### src/rtl/delay_pkg.sv
// delay_pkg: shared width, FSM states and range limit for the delay line and its measurement stage
package delay_pkg;
    localparam int DELAY_W = 4;
    localparam logic [DELAY_W-1:0] DELAY_MAX = {DELAY_W{1'b1}};
    typedef enum logic [1:0] {IDLE, WAIT_REF, COUNT} state_t;
endpackage

### src/rtl/edge_rise.sv
// edge_rise: registered previous sample and combinational rising-edge detect
module edge_rise #(
    parameter logic RST_VAL = 1'b1
) (
    input  logic clk_i,
    input  logic rst_ni,
    input  logic d_i,
    output logic rise_o
);
    logic q;
    always_ff @(posedge clk_i or negedge rst_ni)
        if (!rst_ni) q <= RST_VAL;
        else         q <= d_i;
    assign rise_o = d_i & ~q;
endmodule

### src/rtl/delay_meas.sv
// delay_meas: counts cycles from a reference rising edge to the matching edge on the delayed stream
module delay_meas
    import delay_pkg::*;
#(
    parameter int DELAY_W = delay_pkg::DELAY_W
) (
    input  logic               clk_i,
    input  logic               rst_ni,
    input  logic               start_i,
    input  logic               ref_i,
    input  logic               dly_i,
    output logic               busy_o,
    output logic               valid_o,
    output logic [DELAY_W-1:0] delay_o,
    output logic               timeout_o
);
    state_t state, state_n;
    logic [DELAY_W-1:0] cnt, cnt_n, delay_n;
    logic timeout_n, valid_n, ref_rise, dly_rise;
    // samples reset high so a line already high after reset is not seen as an edge
    edge_rise #(.RST_VAL(1'b1)) u_ref (.clk_i(clk_i), .rst_ni(rst_ni), .d_i(ref_i), .rise_o(ref_rise));
    edge_rise #(.RST_VAL(1'b1)) u_dly (.clk_i(clk_i), .rst_ni(rst_ni), .d_i(dly_i), .rise_o(dly_rise));
    always_ff @(posedge clk_i or negedge rst_ni)
        if (!rst_ni) begin
            state     <= IDLE;
            cnt       <= '0;
            delay_o   <= '0;
            timeout_o <= 1'b0;
            valid_o   <= 1'b0;
        end else begin
            state     <= state_n;
            cnt       <= cnt_n;
            delay_o   <= delay_n;
            timeout_o <= timeout_n;
            valid_o   <= valid_n;
        end
    always_comb begin
        state_n   = state;
        cnt_n     = cnt;
        delay_n   = delay_o;
        timeout_n = timeout_o;
        valid_n   = 1'b0;
        case (state)
            IDLE: state_n = start_i ? WAIT_REF : IDLE;
            WAIT_REF:
                if (ref_rise && dly_rise) begin
                    delay_n   = '0;
                    timeout_n = 1'b0;
                    valid_n   = 1'b1;
                    state_n   = IDLE;
                end else if (ref_rise) begin
                    cnt_n   = DELAY_W'(1);
                    state_n = COUNT;
                end
            COUNT:
                // terminal compare exits before cnt could wrap
                if (dly_rise || cnt == {DELAY_W{1'b1}}) begin
                    delay_n   = dly_rise ? cnt : {DELAY_W{1'b1}};
                    timeout_n = ~dly_rise;
                    valid_n   = 1'b1;
                    state_n   = IDLE;
                end else begin
                    cnt_n = cnt + 1'b1;
                end
            default: state_n = IDLE;
        endcase
    end
    assign busy_o = state != IDLE;
endmodule

### config.mk
export PLATFORM = sky130hd
export DESIGN_NAME = delay_meas
export DESIGN_NICKNAME = d
export VERILOG_FILES = /design/src/rtl/delay_pkg.sv /design/src/rtl/edge_rise.sv /design/src/rtl/delay_meas.sv
export SDC_FILE = /design/constraint.sdc
export NUM_CORES = 1
export LEC_CHECK = 0
export BUFFER_PORTS_ARGS = -buffer_cell sky130_fd_sc_hd__buf_2
export CORE_UTILIZATION = 49
export DETAILED_ROUTE_END_ITERATION = 10
export PLACE_DENSITY_LB_ADDON = 0.15
export SETUP_SLACK_MARGIN = 0.2
export SYNTH_ARGS = -nofsm -noshare
export SYNTH_HDL_FRONTEND = slang
export SYNTH_SLANG_ARGS = --single-unit
export TNS_END_PERCENT = 5
### constraint.sdc
create_clock -name clk_i -period 2.1 [get_ports clk_i]
set_input_delay 0.105 -clock clk_i [delete_from_list [all_inputs] [get_ports clk_i]]
set_output_delay 0.105 -clock clk_i [all_outputs]
set_load 0.005 [all_outputs]
# Word level (Yosys, flattened, before mapping)
# Index checks and enable logic that the tools add are counted.
# op_classes
add_sub_neg,1
multipliers,0
div,0
order_cmp,0
eq_ne,9
shift,0
n_mux,19
bitwise_logic,5
reduce_logical,8
# ops
cell,count
2-to-1 mux 4 bit,6
one-hot mux 4 bit (2 select lines),2
"inequality test 2 bit, second input constant",5
2-to-1 mux 2 bit,3
one-hot mux 2 bit (3 select lines),1
2-to-1 mux 1 bit,5
"adder 4 x 1 -> 4 bit, second input constant",1
"== test 4 bit, second input constant",1
one-hot mux 1 bit (2 select lines),2
AND reduction 4 bit,1
nonzero test 2 bit,2
"inequality test 3 bit, second input constant",1
inverter 1 bit,3
AND reduction 3 bit,1
AND 1 bit,2
"== test 2 x 1 -> 1 bit, second input constant",1
"== test 2 bit, second input constant",1
zero test 2 bit,1
AND reduction 2 bit,1
logical AND 1 bit,1
logical OR 1 bit,1
# totals
register_bits,14
latchBits,0
mem_bits_rw,0
rom_bits,0
input_bits,5
out_inout_bits,7
wordCells,49
mem_count,0

# Depth between registers and ports, before layout
# Gate-level depths: netlist of run 1.
# depth
word_depth,5
depth_mapped,7
mapped_depth_nobuf,6

# Hierarchy
# A second synthesis of run 1 with hierarchy kept.
# hier_totals
hier_cells,81
hier_area_um2,804.5
# modules_own_cells
mod,n_inst,cells_each,area_each_um2,seq_area_each_um2
delay_meas,1,77,724.4,300.3
edge_rise,2,2,40.0,26.3

# Worst setup path after synthesis of run 1
# No wires, ideal clock.
# synth_path
path_type,reg-to-reg
from,reg state[1]
to,reg cnt[0]
setup_time_ns,0.127
arrival_time_ns,1.318
required_ns,1.973
setup_slack_ns,0.655
stages_incl_launch_ff,7
path_buffers,0
period_less_slack_ns,1.445
cell_sequence,dfrtp_1 > inv_1 > ha_1 > nand2b_1 > a21oi_4 > and4_1 > nor3_2
# synth_via
elab_chain_len,3
elab_cells_between_ends,8
classes_between,eq/ne: 5; mux: 1; reduce/logical: 2
# synth_rtl
element,line,rtl
start: declaration,delay_meas.sv:17,"state_t state, state_n;"
start signal: assignment,delay_meas.sv:31,state <= state_n;
== test 2 bit or == test 2 x 1 -> 1 bit (tied branches),delay_meas.sv:43,case (state)
inequality test 2 bit (no source line) or nonzero test 2 bit (tied branches),-,
AND reduction 4 bit (no source line),-,
end signal: assignment,delay_meas.sv:32,cnt <= cnt_n;
end: declaration,delay_meas.sv:18,"logic [DELAY_W-1:0] cnt, cnt_n, delay_n;"
# Several ways; a longest one is shown, not always the timed one.
# A chain may end at the register's enable or synchronous reset.

# Worst setup path after layout of run 1
# layout_path
from,reg state[0]
to,reg cnt[0]
# The elaborated chain is that of the path after synthesis.

==> impl_metrics.sql, run 1 <==
INSERT INTO impl_metrics (metric_group, metric, value, unit) VALUES
('run_status', 'status', 'finished clean', ''),
('clock_network', 'cts-buffers-inserted', '3', ''),
('routing', 'routed_wl', '1430', 'microns'),
('critical_path', 'critical_setup_path_kind', 'register to register', ''),
('min_path', 'hold_path_stages', '3', ''),
('routing', 'avgViaCountPerCell', '5.71', ''),
('clock_network', 'buffers_inserted_by_post_cts_timing_repair', '0', ''),
('grt', 'global_route.overflow_total', '0', ''),
('clock_network', 'clock-root-buffer', 'sky130_fd_sc_hd__clkbuf_4', ''),
('sta', 'final_max_slew_violation_count', '0', ''),
('synthesis', 'synth-seq-area-share', '46.8', '%'),
('critical_path', 'timing.reg2reg.worst_path_depth', '6', ''),
('grt', 'grt_use_total', '19.8', '%'),
('critical_path', 'required', '2.27', 'ns'),
('clock_network', 'cts_num_sinks', '14', ''),
('clock_network', 'htree_levels', '1', ''),
('grt', 'antenna_found_initial', '0', ''),
('pwr', 'cell_internal_pwr', '0.619', 'mW'),
('pwr', 'power.leakage', '0.400', 'nW'),
('routing', 'routedWlPerCell', '13.5', 'microns'),
('cells_and_area', 'total_non_filler_cell_area_in_the_finished_layout', '876', 'sq um'),
('floorplan', 'floorplan.io_pins', '12', ''),
('clock_network', 'clk-insertion-delay-late', '0.29', 'ns'),
('floorplan', 'dieArea', '1700', 'sq um'),
('cells_and_area', 'n_antenna_cell', '0', ''),
('pwr', 'comb_power_share', '34.4', '%'),
('cells_and_area', 'layout-area-overhead-vs-synth', '16.3', '%'),
('sta', 'grt_setup_unrepaired', 'false', ''),
('grt', 'largest_net_degree_at_the_start_of_global_routing', '15', ''),
('routing', 'drt_pass1_iterations', '4', ''),
('cells_and_area', 'final_common_cell', 'sky130_fd_sc_hd__dfrtp_1', ''),
('run', 'cap_violations', '0', ''),
('sta', 'setup_violations', '0', ''),
('synthesis', 'synthesis.nets', '85', ''),
('min_path', 'min_delay_endpoint', 'state[0]', ''),
('cells_and_area', 'post_route_cells_drive_above_1_share', '23.1', '%'),
('synthesis', 'synth_seq_cells', '14', ''),
('clock_network', 'cts_tree', 'done', ''),
('routing', 'vias', '605', ''),
('min_path', 'hold_wc_startpoint', 'start_i', ''),
('clock_network', 'cts.reportedPaths.clkPinSlew', '0.09', 'ns'),
('routing', 'route.antenna.remaining_nets', '0', ''),
('critical_path', 'worst-r2r-setup-slack', '0.34', 'ns'),
('routing', 'drc_errors', '0', ''),
('synthesis', 'synth.yosys.warnings', '0', ''),
('place', 'gp_congestion', '0.832', ''),
('place', 'place_inst', '99', ''),
('pwr', 'design_power_total', '0.950', 'mW'),
('critical_path', 'startpoint_of_the_worst_slack_reg_to_reg_timing_path', 'state[0]', ''),
('critical_path', 'crit_fanout', '11', ''),
('pwr', 'sequential_fraction_of_design_power', '44.7', '%'),
('pwr', 'max-vdd-ir-drop', '598', 'uV'),
('pwr', 'netSwitchingPower', '0.331', 'mW'),
('synthesis', 'synth_cells', '76', ''),
('sta', 'min_period_over_period', '84.0', '%'),
('sta', 'tightestPinTransition', '0.410', 'ns'),
('place', 'io_buffer_count', '11', ''),
('floorplan', 'row_count', '13', ''),
('place', 'postPlaceCellArea', '810', 'sq um'),
('pwr', 'clkPwrFrac', '20.9', '%'),
('floorplan', 'die_width', '41.2', 'microns'),
('cells_and_area', 'post_layout_nets', '101', ''),
('cells_and_area', 'cell_count_final_fillers_out', '106', ''),
('critical_path', 'critPathCaptureType', 'register', ''),
('synthesis', 'synth_area', '753', 'sq um'),
('clock_network', 'clk_path_buf_depth', '2', ''),
('min_path', 'holdCritPathClass', 'input port to register', ''),
('pwr', 'power-per-cell-area', '1080', 'nW/um^2'),
('critical_path', 'worstSetupStartpointType', 'register', ''),
('place', 'detailed_place_hpwl', '979', 'microns'),
('pwr', 'switching_fraction', '34.8', '%');
critical path: stages, from the launching register on:
cell and delay (ns):
sky130_fd_sc_hd__dfrtp_1 0.40, sky130_fd_sc_hd__inv_1 0.10, sky130_fd_sc_hd__ha_1 0.40, sky130_fd_sc_hd__nand2b_1 0.18, sky130_fd_sc_hd__a21oi_4 0.29, sky130_fd_sc_hd__and4_1 0.24, sky130_fd_sc_hd__nor3_2 0.04
state kept, by name (all words and copies together), names as in the netlist:
| signal | count |
|---|---|
| cnt | 4 |
| valid_o | 1 |
| delay_o | 4 |
| u_dly.q | 1 |
| timeout_o | 1 |
| u_ref.q | 1 |
| state | 2 |
worst max path at each step:
stage | start | end | slack (ns) | cells past startpoint
after global routing | state[0] | cnt[0] | 0.24 | 6
after floorplan | state[1] | cnt[0] | 0.65 | 6
after global placement | state[0] | cnt[0] | 0.40 | 6
final | state[0] | cnt[0] | 0.34 | 6
after CTS | state[0] | cnt[0] | 0.37 | 6
after detailed placement | cnt[0] | delay_o[0] | 0.40 | 5
cell usage after synthesis:
| library cell | n | area, sq um |
|---|---|---|
| sky130_fd_sc_hd__buf_2 | 2 | 10.0 |
| sky130_fd_sc_hd__a31oi_1 | 1 | 6.26 |
| sky130_fd_sc_hd__a211oi_1 | 1 | 7.51 |
| sky130_fd_sc_hd__dfrtp_1 | 12 | 300 |
| sky130_fd_sc_hd__o22ai_1 | 2 | 12.5 |
| sky130_fd_sc_hd__a21oi_1 | 7 | 35.0 |
| sky130_fd_sc_hd__and4_1 | 1 | 8.76 |
| sky130_fd_sc_hd__o2bb2ai_1 | 3 | 26.3 |
| sky130_fd_sc_hd__nor3_2 | 1 | 10.0 |
| sky130_fd_sc_hd__o21ai_0 | 2 | 10.0 |
| sky130_fd_sc_hd__nor3_1 | 2 | 10.0 |
| sky130_fd_sc_hd__nor3b_1 | 1 | 7.51 |
| sky130_fd_sc_hd__nor2b_1 | 2 | 12.5 |
| sky130_fd_sc_hd__a21o_1 | 1 | 7.51 |
| sky130_fd_sc_hd__inv_1 | 6 | 22.5 |
| sky130_fd_sc_hd__buf_4 | 1 | 7.51 |
| sky130_fd_sc_hd__nor2_1 | 8 | 30.0 |
| sky130_fd_sc_hd__o21bai_1 | 1 | 7.51 |
| sky130_fd_sc_hd__a21oi_4 | 1 | 16.3 |
| sky130_fd_sc_hd__nand3_1 | 3 | 15.0 |
| sky130_fd_sc_hd__ha_1 | 4 | 50.1 |
| sky130_fd_sc_hd__nand2_1 | 2 | 7.51 |
| sky130_fd_sc_hd__o21ai_1 | 2 | 10.0 |
| sky130_fd_sc_hd__a22o_1 | 1 | 8.76 |
| sky130_fd_sc_hd__nand3b_2 | 1 | 11.3 |
| sky130_fd_sc_hd__a41oi_1 | 1 | 8.76 |
| sky130_fd_sc_hd__dfstp_2 | 2 | 52.6 |
| sky130_fd_sc_hd__a32oi_2 | 1 | 16.3 |
| sky130_fd_sc_hd__nand2b_1 | 4 | 25.0 |
power groups by stage:
stage / registers [mW] / clock network (mW) / logic [mW]
global placement: 0.425 / 0 / 0.318
detailed placement: 0.433 / 0 / 0.321
global route: 0.435 / 0.207 / 0.375
floorplan: 0.421 / 0 / 0.222
CTS: 0.426 / 0.200 / 0.329
finish: 0.425 / 0.199 / 0.326
through the flow:
| stage | setup slack (ns) | hold WS (ns) |
|---|---|---|
| finish | 0.336 | 0.0549 |
| global route | 0.237 | 0.0754 |
| CTS | 0.367 | 0.0595 |
| detailed placement | 0.398 | 0.0200 |
| global placement | 0.399 | 0.0213 |
| floorplan | 0.655 | -0.191 |
layer usage:
metal,track usage (%),vias to the layer above,part of all wire (%)
li1,-,299,-
met1,29.9,287,51
met2,25.8,14,43
met3,3.26,5,3.1
met4,12.1,0,2.7
met5,0,-,0
cell families after synthesis:
kind of cell | count (synthesis) | share of synthesized area [%]
adders and majority gates | 4 | 6.64
DFF | 14 | 46.8
and+or+nand+nor | 25 | 18.3
AOI/OAI and AO/OA | 24 | 22.9
buffers and inverters | 9 | 5.32
cell type report:
cell class	instances	area (sq um)
fill	108	490
multi-input combinational	53	360
timing repair buffer	14	85.1
sequential	14	353
tap	15	18.8
clock buffer	4	36.3
inverter	6	22.5
repair_timing:
item	4_1_cts	5_1_grt
gates resized for setup	0	0
endpoints found under the hold margin	16	0
hold buffers	3	0
Note: power is estimated with default switching activity, not from simulation.
==> run 2: changes to the inputs <==
==> constraint.sdc (replaced) <==
create_clock -name clk_i -period 1.8 [get_ports clk_i]
set_input_delay 0.09 -clock clk_i [delete_from_list [all_inputs] [get_ports clk_i]]
set_output_delay 0.09 -clock clk_i [all_outputs]
set_load 0.005 [all_outputs]
==> impl_metrics.sql, run 2 (synthesized netlist as in run 1, its figures left out) <==
INSERT INTO impl_metrics (metric_group, metric, value, unit) VALUES
('floorplan', 'row_count', '13', ''),
('grt', 'grt_first_pass_wirelength', '2120', 'microns'),
('grt', 'largest_net_degree_at_the_start_of_global_routing', '15', ''),
('floorplan', 'floorplan.io_pins', '12', ''),
('cells_and_area', 'post_route_cells_drive_above_1_share', '25.0', '%'),
('pwr', 'netSwitchingPower', '0.389', 'mW'),
('floorplan', 'die_width', '41.2', 'microns'),
('sta', 'final_max_slew_violation_count', '0', ''),
('routing', 'vias', '587', ''),
('grt', 'global_route.overflow_total', '0', ''),
('critical_path', 'crit_slowest_cell', 'sky130_fd_sc_hd__dfrtp_1', ''),
('min_path', 'holdCritPathClass', 'input port to register', ''),
('clock_network', 'clock-root-buffer', 'sky130_fd_sc_hd__clkbuf_4', ''),
('clock_network', 'cts_tree', 'done', ''),
('cells_and_area', 'cell_count_final_fillers_out', '107', ''),
('floorplan', 'dieHeight', '41.2', 'microns'),
('clock_network', 'clk-insertion-delay-late', '0.28', 'ns'),
('sta', 'fin_setup_tns', '0', 'ns'),
('pwr', 'sequential_fraction_of_design_power', '46.7', '%'),
('floorplan', 'initial_utilization', '55.1', '%'),
('sta', 'setup_slack', '0.264', 'ns'),
('place', 'io_buffer_count', '11', ''),
('pwr', 'power.leakage', '0.399', 'nW'),
('sta', 'hold_ws', '0.0483', 'ns'),
('place', 'detailed_place_hpwl', '966', 'microns'),
('clock_network', 'htree_levels', '1', ''),
('cells_and_area', 'layout-area-overhead-vs-synth', '17.9', '%'),
('sta', 'clock.fmax', '651', 'MHz'),
('sta', 'grt_setup_unrepaired', 'true', ''),
('critical_path', 'critical_setup_path_kind', 'register to register', ''),
('cells_and_area', 'multiInputGateArea', '375', 'sq um'),
('sta', 'min_period_over_period', '85.4', '%'),
('grt', 'grt_use_total', '19.9', '%'),
('critical_path', 'crit_fanout', '8', ''),
('run', 'cap_violations', '0', ''),
('cells_and_area', 'area.sequential', '353', 'sq um'),
('pwr', 'max-vdd-ir-drop', '728', 'uV'),
('sta', 'finClkSkew', '0.00152', 'ns'),
('routing', 'avgViaCountPerCell', '5.49', ''),
('cells_and_area', 'post_layout_nets', '102', ''),
('run_status', 'status', 'finished clean', ''),
('pwr', 'switching_fraction', '35.9', '%'),
('clock_network', 'clk_path_buf_depth', '2', ''),
('floorplan', 'design.core.area', '1370', 'sq um'),
('critical_path', 'crit_arrival', '1.70', 'ns'),
('sta', 'setup_violations', '0', ''),
('routing', 'route.antenna.remaining_nets', '0', ''),
('routing', 'routed_wl', '1330', 'microns'),
('grt', 'antenna_found_initial', '0', ''),
('clock_network', 'cts.reportedPaths.clkPinSlew', '0.08', 'ns'),
('place', 'gp_congestion', '0.820', ''),
('pwr', 'clkPwrFrac', '17.2', '%'),
('critical_path', 'worstPathCellList', 'inv_1 > ha_2 > nand3b_2 > a21oi_4 > and4_1 > nor3_2', ''),
('cells_and_area', 'total_non_filler_cell_area_in_the_finished_layout', '888', 'sq um'),
('routing', 'drtIter0Drc', '27', ''),
('cells_and_area', 'registers_with_the_most_flip_flops', 'cnt: 4 flops, delay_o: 4 flops, state: 2 flops', ''),
('critical_path', 'worstSetupStartpointType', 'register', ''),
('pwr', 'comb_power_share', '36.2', '%'),
('critical_path', 'worst-r2r-setup-slack', '0.26', 'ns'),
('clock_network', 'cts-buffers-inserted', '3', ''),
('floorplan', 'dieArea', '1700', 'sq um'),
('sta', 'final_hold_viol_count', '0', ''),
('routing', 'routedWlPerCell', '12.5', 'microns'),
('sta', 'tightestPinTransition', '0.399', 'ns'),
('cells_and_area', 'n_antenna_cell', '0', ''),
('cells_and_area', 'final_cell_mix', '12 x sky130_fd_sc_hd__dfrtp_1, 11 x sky130_fd_sc_hd__buf_2, 8 x sky130_fd_sc_hd__nor2_1, 7 x sky130_fd_sc_hd__a21oi_1, 6 x sky130_fd_sc_hd__inv_1', ''),
('cells_and_area', 'filler_cell_count', '112', ''),
('cells_and_area', 'final_common_cell', 'sky130_fd_sc_hd__dfrtp_1', ''),
('place', 'place_inst', '100', ''),
('routing', 'drc_errors', '0', ''),
('sta', 'post-route-min-period', '1.54', 'ns'),
('routing', 'drt_pass1_iterations', '4', ''),
('place', 'postPlaceCellArea', '817', 'sq um'),
('sta', 'max-slew-margin-rel', '73.3', '%'),
('clock_network', 'cts_num_sinks', '14', ''),
('critical_path', 'critPathCaptureType', 'register', ''),
('place', 'worst_setup_slack_after_placement', '0.150', 'ns'),
('grt', 'number_of_global_route_vias_before_repair', '509', ''),
('critical_path', 'largest_incremental_delay_on_the_critical_path', '0.38', 'ns'),
('pwr', 'cell_internal_pwr', '0.692', 'mW'),
('pwr', 'power-per-cell-area', '1220', 'nW/um^2'),
('critical_path', 'required', '1.97', 'ns');
## run 2: cell types whose count changed in the layout (fill, tap and decap cells not counted), sizes merged
cell  before  now
buf       11   12
## run 2: final timing paths
| path | startpoint | depth (start not counted) | end |
|---|---|---|---|
| min in group asynchronous | rst_ni | 2 | cnt[3] |
| hold / removal | start_i | 3 | state[0] |
| setup reg to reg | state[1] | 6 | cnt[0] |
| max in group asynchronous | rst_ni | 2 | u_ref.q |
| hold reg to reg | delay_o[2] | 1 | delay_o[2] |
| setup / recovery | state[1] | 6 | cnt[0] |
## run 2: routing by layer
layer  up-vias  wire length, microns  GRT usage (%)  part of all wire (%)
li1        302                     -              -                     -
met3         4                    43           3.26                   3.2
met1       265                   702           26.8                    53
met4         0                    27           12.1                   2.0
met2        16                   560           29.3                    42
met5         -                     0              0                     0
## run 2: what timing repair did
item | 4_1_cts | 5_1_grt
setup buffers | 0 | 0
hold buffers | 3 | 0
hold endpoints to repair | 16 | 0
resized for setup | 1 | 2
setup endpoints to repair | 4 | 9
## run 2: critical path: cells and delay by family, from the launching register on
family                   cells  cell delay, ns
adder cells (fa/ha/maj)      1            0.27
AND/OR/NAND/NOR              3            0.43
buffers and inverters        1            0.09
AO/OA/AOI/OAI                1            0.24
flip-flops                   1            0.38
## run 2: cell type report
cell class	count	share of cell area, %
Clock buffer	4	2.96
Sequential cell	14	39.7
Inverter	6	2.54
Timing Repair Buffer	15	10.4
Multi-Input combinational cell	53	42.3
Tap cell	15	2.11
## run 2: stage by stage
stage	utilization (%)	power (mW)
floorplan	-	0.751
global placement	59.8	0.875
detailed placement	59.8	0.879
CTS	64.3	1.08
global route	65.0	1.17
finish	65.0	1.08
## run 2: power groups by stage
stage / Sequential (mW) / Combinational, mW / Clock, mW
floorplan: 0.491 / 0.259 / 0
global placement: 0.500 / 0.375 / 0
detailed placement: 0.504 / 0.376 / 0
CTS: 0.499 / 0.386 / 0.196
global route: 0.519 / 0.453 / 0.201
finish: 0.505 / 0.391 / 0.185
==> run 3: changes to the inputs <==
==> constraint.sdc (replaced) <==
create_clock -name clk_i -period 1.67 [get_ports clk_i]
set_input_delay 0.0835 -clock clk_i [delete_from_list [all_inputs] [get_ports clk_i]]
set_output_delay 0.0835 -clock clk_i [all_outputs]
set_load 0.005 [all_outputs]
==> impl_metrics.sql, run 3 (synthesized netlist as in run 1, its figures left out) <==
INSERT INTO impl_metrics (metric_group, metric, value, unit) VALUES
('place', 'detailed_place_hpwl', '1070', 'microns'),
('sta', 'final_hold_viol_count', '0', ''),
('cells_and_area', 'layout-area-overhead-vs-synth', '26.4', '%'),
('place', 'worst_setup_slack_after_placement', '0.167', 'ns'),
('routing', 'vias', '624', ''),
('clock_network', 'cts_tree', 'done', ''),
('critical_path', 'worst-r2r-setup-slack', '0.21', 'ns'),
('cells_and_area', 'registers_with_the_most_flip_flops', 'cnt: 4 flops, delay_o: 4 flops, state: 2 flops', ''),
('sta', 'grt_setup_unrepaired', 'true', ''),
('sta', 'max-slew-margin-rel', '72.3', '%'),
('routing', 'drt_pass1_iterations', '4', ''),
('cells_and_area', 'post_route_cells_drive_above_1_share', '33.0', '%'),
('grt', 'grt.met2_usage', '33.6', '%'),
('clock_network', 'cts_num_sinks', '14', ''),
('grt', 'largest_net_degree_at_the_start_of_global_routing', '15', ''),
('routing', 'routed_wl', '1520', 'microns'),
('critical_path', 'startpoint_of_the_worst_slack_reg_to_reg_timing_path', 'state[0]', ''),
('floorplan', 'die_width', '41.2', 'microns'),
('sta', 'post-route-min-period', '1.46', 'ns'),
('cells_and_area', 'final_common_cell', 'sky130_fd_sc_hd__dfrtp_1', ''),
('floorplan', 'row_count', '13', ''),
('cells_and_area', 'n_antenna_cell', '0', ''),
('critical_path', 'timing.reg2reg.worst_path_depth', '7', ''),
('grt', 'antenna_found_initial', '0', ''),
('pwr', 'clkPwrFrac', '19.2', '%'),
('pwr', 'max-vdd-ir-drop', '721', 'uV'),
('pwr', 'netSwitchingPower', '0.451', 'mW'),
('critical_path', 'critical_path.startpoint', 'state[0]', ''),
('grt', 'global_route.overflow_total', '0', ''),
('clock_network', 'clk-insertion-delay-late', '0.28', 'ns'),
('floorplan', 'dieHeight', '41.2', 'microns'),
('sta', 'fin_setup_tns', '0', 'ns'),
('sta', 'tightestPinTransition', '0.415', 'ns'),
('clock_network', 'htree_levels', '1', ''),
('pwr', 'switching_fraction', '34.9', '%'),
('grt', 'grt-busiest-layer', 'met2', ''),
('sta', 'finClkSkew', '0.00163', 'ns'),
('sta', 'setup_violations', '0', ''),
('critical_path', 'critical_setup_path_kind', 'register to register', ''),
('grt', 'grt_use_total', '23.0', '%'),
('sta', 'clock.fmax', '685', 'MHz'),
('grt', 'number_of_global_route_vias_before_repair', '538', ''),
('sta', 'setup_slack', '0.211', 'ns'),
('routing', 'drc_errors', '0', ''),
('cells_and_area', 'post-route-util', '69.7', '%'),
('floorplan', 'design.core.area', '1370', 'sq um'),
('clock_network', 'cts.reportedPaths.clkPinSlew', '0.09', 'ns'),
('critical_path', 'reg2reg_to', 'timeout_o', ''),
('sta', 'hold_ws', '0.0457', 'ns'),
('floorplan', 'floorplan.io_pins', '12', ''),
('routing', 'drtIter0Drc', '15', ''),
('critical_path', 'critPathCaptureType', 'register', ''),
('critical_path', 'crit_fanout', '10', ''),
('critical_path', 'endpoint', 'timeout_o', ''),
('place', 'postPlaceCellArea', '847', 'sq um'),
('clock_network', 'clk_path_buf_depth', '2', ''),
('pwr', 'power.leakage', '0.433', 'nW'),
('clock_network', 'cts-buffers-inserted', '3', ''),
('pwr', 'power-per-cell-area', '1350', 'nW/um^2'),
('pwr', 'comb_power_share', '39.6', '%'),
('sta', 'final_max_slew_violation_count', '0', ''),
('critical_path', 'crit_arrival', '1.67', 'ns'),
('place', 'io_buffer_count', '11', ''),
('run', 'cap_violations', '0', ''),
('cells_and_area', 'post_layout_nets', '107', ''),
('run_status', 'status', 'finished clean', ''),
('routing', 'avgViaCountPerCell', '5.57', ''),
('clock_network', 'clock-root-buffer', 'sky130_fd_sc_hd__clkbuf_4', ''),
('cells_and_area', 'final_cell_mix', '12 x sky130_fd_sc_hd__dfrtp_1, 11 x sky130_fd_sc_hd__buf_2, 8 x sky130_fd_sc_hd__nor2_1, 7 x sky130_fd_sc_hd__a21oi_1', ''),
('routing', 'routedWlPerCell', '13.5', 'microns'),
('cells_and_area', 'total_non_filler_cell_area_in_the_finished_layout', '952', 'sq um'),
('routing', 'route.antenna.remaining_nets', '0', ''),
('pwr', 'cell_internal_pwr', '0.839', 'mW'),
('critical_path', 'required', '1.88', 'ns'),
('place', 'gp_congestion', '0.833', ''),
('grt', 'grt_first_pass_wirelength', '2370', 'microns'),
('floorplan', 'dieArea', '1700', 'sq um'),
('sta', 'min_period_over_period', '87.4', '%'),
('grt', 'gr-usage-met3', '8.15', '%'),
('critical_path', 'worstSetupStartpointType', 'register', ''),
('grt', 'globalRouteMet1Util', '30.5', '%'),
('pwr', 'sequential_fraction_of_design_power', '41.2', '%'),
('min_path', 'holdCritPathClass', 'input port to register', ''),
('floorplan', 'initial_utilization', '55.1', '%');
==> run 3: final cells by class <==
| class | count | area [sq um] |
|---|---|---|
| Clock buffer | 4 | 36.3 |
| Fill cell | 117 | 414 |
| Inverter | 6 | 22.5 |
| Multi-Input combinational cell | 53 | 388 |
| Sequential cell | 14 | 353 |
| Tap cell | 15 | 18.8 |
| Timing Repair Buffer | 20 | 134 |
==> run 3: what timing repair did <==
action                                  4_1_cts  5_1_grt
gates resized for setup                       1        6
endpoints found under the setup margin        4       11
endpoints found under the hold margin        16        0
hold buffers                                  3        0
pin swaps                                     1        1
setup buffers                                 1        0
==> run 3: power groups by stage <==
stage               sequential [mW]  clock (mW)  combinational, mW
finish                        0.531       0.248              0.511
floorplan                     0.530           0              0.279
global placement              0.523           0              0.463
CTS                           0.524       0.257              0.487
global route                  0.541       0.276              0.577
detailed placement            0.529           0              0.466
==> run 3: worst min-delay path by stage <==
| stage | cells past startpoint | slack, ns | from | end |
|---|---|---|---|---|
| global route | 3 | 0.06 | start_i | state[0] |
| detailed placement | 1 | -0.004 | rst_ni | state[1] |
| global placement | 1 | -0.003 | rst_ni | state[1] |
| floorplan | 0 | -0.21 | rst_ni | cnt[0] |
| CTS | 3 | 0.05 | start_i | state[0] |
| finish | 3 | 0.05 | start_i | state[0] |
==> run 3: critical path: stages, from the launching register on <==
cell	delay, ns
sky130_fd_sc_hd__dfrtp_1	0.42
sky130_fd_sc_hd__inv_1	0.12
sky130_fd_sc_hd__ha_2	0.23
sky130_fd_sc_hd__buf_6	0.15
sky130_fd_sc_hd__inv_1	0.07
sky130_fd_sc_hd__nor3_1	0.19
sky130_fd_sc_hd__a21oi_1	0.06
sky130_fd_sc_hd__o22ai_1	0.14
==> run 3: stage by stage <==
stage	power, mW	std cells
after floorplan	0.809	76
after global placement	0.985	104
after detailed placement	0.995	104
after CTS	1.27	112
after global routing	1.39	112
final	1.29	112
==> run 3: metal layers <==
metal  routed length (microns)  vias up
li1                          -      312
met1                       739      284
met2                       668       23
met3                        72        5
met4                        34        0
met5                         0        -
